### src/rtl/clk_div_pkg.sv
// Shared constants and types for the programmable clock divider.
package clk_div_pkg;

  // Smallest ratio the divider accepts. A ratio of 1 would leave no low phase.
  localparam int DIV_MIN = 2;

  // Default counter width and the ratio in force after reset.
  localparam int CNT_W_DEF     = 8;
  localparam int DIV_RESET_DEF = 4;

  typedef logic [CNT_W_DEF-1:0] div_t;

endpackage

### src/rtl/div_shadow_reg.sv
// Shadow register for the divide ratio. It checks each load and holds the
// newest accepted ratio until the divider reaches a period boundary. The
// ratio is then handed over on the wrap edge, so clk_out never glitches.
module div_shadow_reg
  import clk_div_pkg::*;
#(
  parameter int CNT_W = CNT_W_DEF
) (
  input  logic             clk_in,
  input  logic             reset,
  input  logic             load_i,
  input  logic [CNT_W-1:0] load_val_i,
  input  logic             wrap_i,
  output logic             apply_o,
  output logic [CNT_W-1:0] apply_val_o,
  output logic             ack_o,
  output logic             err_o
);

  logic             pend_valid_q, pend_valid_d;
  logic [CNT_W-1:0] pend_val_q, pend_val_d;
  logic             ack_q, ack_d;
  logic             err_q, err_d;
  logic             load_ok;

  // A wrap applies whatever was pending before this edge. A load on the same
  // edge therefore becomes the next pending ratio.
  assign apply_o     = wrap_i & pend_valid_q;
  assign apply_val_o = pend_val_q;
  assign ack_o       = ack_q;
  assign err_o       = err_q;

  // Next-state for the pending ratio and the ack/err pulses
  always_comb begin
    pend_valid_d = pend_valid_q;
    pend_val_d   = pend_val_q;
    load_ok      = load_i && (load_val_i >= CNT_W'(DIV_MIN));
    err_d        = load_i && !load_ok;
    ack_d        = apply_o;
    if (apply_o) begin
      pend_valid_d = 1'b0;
    end
    if (load_ok) begin
      pend_valid_d = 1'b1;
      pend_val_d   = load_val_i;
    end
  end

  // State registers, cleared asynchronously
  always_ff @(posedge clk_in or posedge reset) begin
    if (reset) begin
      pend_valid_q <= 1'b0;
      pend_val_q   <= '0;
      ack_q        <= 1'b0;
      err_q        <= 1'b0;
    end else begin
      pend_valid_q <= pend_valid_d;
      pend_val_q   <= pend_val_d;
      ack_q        <= ack_d;
      err_q        <= err_d;
    end
  end

endmodule

### src/rtl/clk_div_prog.sv
// Programmable integer clock divider. Divides clk_in by div_cur and produces
// a near-50% duty clk_out with a tick pulse on every period wrap. The fall of
// clk_out lines up with tick.
module clk_div_prog
  import clk_div_pkg::*;
#(
  parameter int CNT_W     = CNT_W_DEF,
  parameter int DIV_RESET = DIV_RESET_DEF
) (
  input  logic             clk_in,
  input  logic             reset,
  input  logic             enable,
  input  logic [CNT_W-1:0] div_val,
  input  logic             div_load,
  output logic             clk_out,
  output logic             tick,
  output logic             div_ack,
  output logic             div_err,
  output logic [CNT_W-1:0] div_cur
);

  localparam logic [CNT_W-1:0] ONE       = CNT_W'(1);
  localparam logic [CNT_W-1:0] DIV_INIT  = CNT_W'(DIV_RESET);

  logic [CNT_W-1:0] cnt_q, cnt_d;
  logic [CNT_W-1:0] div_cur_q, div_cur_d;
  logic             clk_out_q, clk_out_d;
  logic             tick_q, tick_d;
  logic             wrap;
  logic             apply;
  logic [CNT_W-1:0] apply_val;

  div_shadow_reg #(
    .CNT_W (CNT_W)
  ) u_shadow (
    .clk_in      (clk_in),
    .reset       (reset),
    .load_i      (div_load),
    .load_val_i  (div_val),
    .wrap_i      (wrap),
    .apply_o     (apply),
    .apply_val_o (apply_val),
    .ack_o       (div_ack),
    .err_o       (div_err)
  );

  // Period counter, ratio update and output generation.
  // clk_out is set from the values being registered on this edge. A restart
  // at cnt=0 under any legal ratio therefore always drives it low.
  always_comb begin
    cnt_d     = cnt_q;
    div_cur_d = div_cur_q;
    tick_d    = 1'b0;
    wrap      = enable && (cnt_q == (div_cur_q - ONE));
    if (enable) begin
      if (wrap) begin
        cnt_d  = '0;
        tick_d = 1'b1;
      end else begin
        cnt_d = cnt_q + ONE;
      end
    end
    if (apply) begin
      div_cur_d = apply_val;
    end
    clk_out_d = (cnt_d >= (div_cur_d >> 1));
  end

  // Counter and output registers, cleared asynchronously
  always_ff @(posedge clk_in or posedge reset) begin
    if (reset) begin
      cnt_q     <= '0;
      div_cur_q <= DIV_INIT;
      clk_out_q <= 1'b0;
      tick_q    <= 1'b0;
    end else begin
      cnt_q     <= cnt_d;
      div_cur_q <= div_cur_d;
      clk_out_q <= clk_out_d;
      tick_q    <= tick_d;
    end
  end

  assign clk_out = clk_out_q;
  assign tick    = tick_q;
  assign div_cur = div_cur_q;

endmodule

### config.mk
export PLATFORM = sky130hd
export DESIGN_NAME = clk_div_prog
export DESIGN_NICKNAME = d
export VERILOG_FILES = /design/src/rtl/clk_div_pkg.sv /design/src/rtl/div_shadow_reg.sv /design/src/rtl/clk_div_prog.sv
export SDC_FILE = /design/constraint.sdc
export NUM_CORES = 1
export LEC_CHECK = 0
export ABC_AREA = 1
export ABC_CLOCK_PERIOD_IN_PS = 6600
export BUFFER_PORTS_ARGS = -buffer_cell sky130_fd_sc_hd__buf_4
export CAP_MARGIN = 20
export CORE_UTILIZATION = 61
export CTS_CLUSTER_DIAMETER = 120
export DETAILED_ROUTE_END_ITERATION = 8
export PLACE_DENSITY_LB_ADDON = 0.08
export SYNTH_ARGS = -nofsm -noshare
export SYNTH_HDL_FRONTEND = slang
export SYNTH_HIERARCHICAL = 1
export SYNTH_SLANG_ARGS = --single-unit
### constraint.sdc
create_clock -name clk_in -period 6.6 [get_ports clk_in]
set_input_delay 0.66 -clock clk_in [delete_from_list [all_inputs] [get_ports clk_in]]
set_output_delay 0.66 -clock clk_in [all_outputs]
set_load 0.1 [all_outputs]
==> flow_summary.json <==
{
  "start_util_pct": 66.9,
  "critPathBufInv": 4,
  "cts.sinks": 29,
  "cts-root-buf": "clkbuf_4",
  "synth.distinct_cells": 24,
  "ys_seq_area_share_pct": 41.9,
  "grt_usage_pct": 25.6,
  "ir_worst_vdd_mv": 0.218,
  "fp.dieH_um": 55.3,
  "clk_latency_ns": 0.33,
  "tightest_slew_ns": 0.676,
  "ff2ff_path_depth": 26,
  "ant_nets": 0,
  "gp_congestion": 0.900,
  "endpoint_kind": "flop",
  "drt-total-wl_um": 3500,
  "nets": 290,
  "dieArea_um2": 3060,
  "dp_hpwl_um": 2670,
  "fin_area_um2": 2000,
  "vias": 1493,
  "endpoint": "clk_out",
  "place_area_um2": 1930,
  "clockBufferDepth": 2,
  "final_cells": 300,
  "synth_area_um2": 1730,
  "viasPerCell": 4.98,
  "drt_iter0_drc": 64,
  "relSlewSlack_pct": 54.9,
  "r2r-start": "div_cur[0]",
  "crit_top_cell": "nand2_1",
  "grt_setup_unrepaired": "no",
  "p_per_area_nw_per_um2": 272,
  "drv_slew": 0,
  "n_antenna_cell": 0,
  "setup_viol": 0,
  "grt_pass1_vias": 1490,
  "final_common_cell": "nand2_1",
  "htreeDepth": 2,
  "multi_input_area_um2": 817,
  "fin_tns_setup_ns": 0,
  "status": "finished clean",
  "grt_pass1_wl_um": 6040,
  "hold_class": "in2async",
  "grt_max_degree": 19,
  "synth_fp_nets": 262,
  "critical_path.top_delay_family": "simple AND/OR/NAND/NOR gates",
  "layout_common_cells": "nand2_1 (81), inv_1 (47), dfrtp_1 (28)",
  "grt-ovfl-total": 0,
  "clk_pin_slew_ns": 0.09,
  "cts_setup_buffers": 0,
  "drive_above_1_share_pct": 17.8,
  "reg2reg_to": "clk_out",
  "io_pins": 24,
  "rows": 18,
  "synth_area_per_cell_um2": 7.19,
  "areaGrowthSynthToFinish_pct": 15.7,
  "fmax_ghz": 0.296,
  "die_x_um": 55.3,
  "synthCells": 241,
  "cp.arrival_ns": 3.60,
  "drt_first_pass_iters": 4,
  "critPathKind": "reg2reg",
  "reg2reg_slack_ns": 3.22,
  "core_region_area_um2": 2590,
  "cp.depth": 26,
  "p_leak_nw": 1.16,
  "min_period_ns": 3.38,
  "crit_slowest_cell": "dfrtp_1",
  "startpoint": "div_cur[0]",
  "wl_per_cell_um": 11.7,
  "cts_inserted_buffers": 5,
  "fillers": 200,
  "cts_tree": "yes",
  "drv_cap": 0,
  "crit_fanout": 17,
  "ys_ff_latch": 29,
  "setup.worst_path.start_class": "flop",
  "ff_latch_area_um2": 727,
  "cts_hold_buf": 0,
  "cpPeakStageDelay_ns": 0.40,
  "final_hold_viol_count": 0,
  "post_cts_resized": 0,
  "cp.required_ns": 6.83,
  "antenna_found_initial": 0,
  "dpl.cell_count": 292,
  "finalCritPeriodShare_pct": 51.2,
  "synth.yosys.warnings": 6,
  "drc": 0,
  "portBuffers": 23,
  "fin_skew_ns": 0.00901
}
-- worst min path at each step --
stage,from,endpoint,slack [ns]
after floorplan,u_shadow/apply_val_o[2],u_shadow/apply_val_o[2],0.44
after global placement,u_shadow/apply_val_o[3],u_shadow/apply_val_o[3],0.45
after detailed placement,u_shadow/apply_val_o[3],u_shadow/apply_val_o[3],0.46
after CTS,reset,u_shadow/apply_val_o[0],0.32
after global routing,reset,u_shadow/apply_val_o[3],0.35
final,reset,u_shadow/apply_val_o[0],0.32
-- power by group --
part	switching, mW	internal (mW)	total (mW)
clock	0.0602	0.0616	0.122
combinational	0.118	0.0715	0.190
sequential	0.0285	0.206	0.234
total	0.207	0.339	0.546
-- stage by stage --
stage / utilization [%] / hold WS [ns] / power (mW) / worst slack (ns)
after floorplan: - / 0.442 / 0.378 / 2.82
after global placement: 74.7 / 0.454 / 0.419 / 3.42
after detailed placement: 74.7 / 0.458 / 0.425 / 3.29
after CTS: 77.4 / 0.322 / 0.548 / 3.22
after global routing: 77.4 / 0.345 / 0.588 / 2.78
final: 77.4 / 0.318 / 0.546 / 3.22
-- cells in the mapped netlist, drive strengths merged --
master  number  share of area, %
nand2       86                19
inv         48                10
dfrtp       28                40
nor2        24               6.1
nand3       18               5.5
o21ai       14               4.9
ha           9               6.5
xor2         3               1.5
a21oi        2              0.79
nand3b       2              0.87
xnor2        2               1.0
buf          1              0.29
clkbuf       1              0.22
dfstp        1               1.5
nand4        1              0.36
nor3         1              0.29
-- cell type report --
type / count / share of cell area [%]
Sequential cell: 29 / 36.3
Clock buffer: 7 / 3.25
Timing Repair Buffer: 23 / 8.61
Inverter: 48 / 8.99
Clock inverter: 1 / 0.250
Multi-Input combinational cell: 162 / 40.8
Tap cell: 30 / 1.87
-- flip-flops by register name (all words and copies together), names as in the netlist --
name and flops:
u_shadow/ack_o 1, u_shadow/pend_valid_q 1, u_shadow/apply_val_o 8, div_cur 8
clk_out 1, cnt_q 8, u_shadow/err_o 1, tick 1
-- routing by layer --
metal	up-vias	global-route usage (%)	wire, um
met4	0	12.5	97
met5	-	0	0
met1	664	27.6	1550
li1	781	-	-
met2	37	46.1	1720
met3	11	6.56	128
-- cells by family after synthesis --
logic type	after synthesis	share of synthesized area, %
xor gates and xnor gates	5	2.53
and+or+nand+nor	132	32.4
AOI/OAI and AO/OA	16	5.70
adders and majority gates	9	6.50
buffers and inverters	50	10.9
DFF	29	41.9
Note: power is estimated with default switching activity, not from simulation.
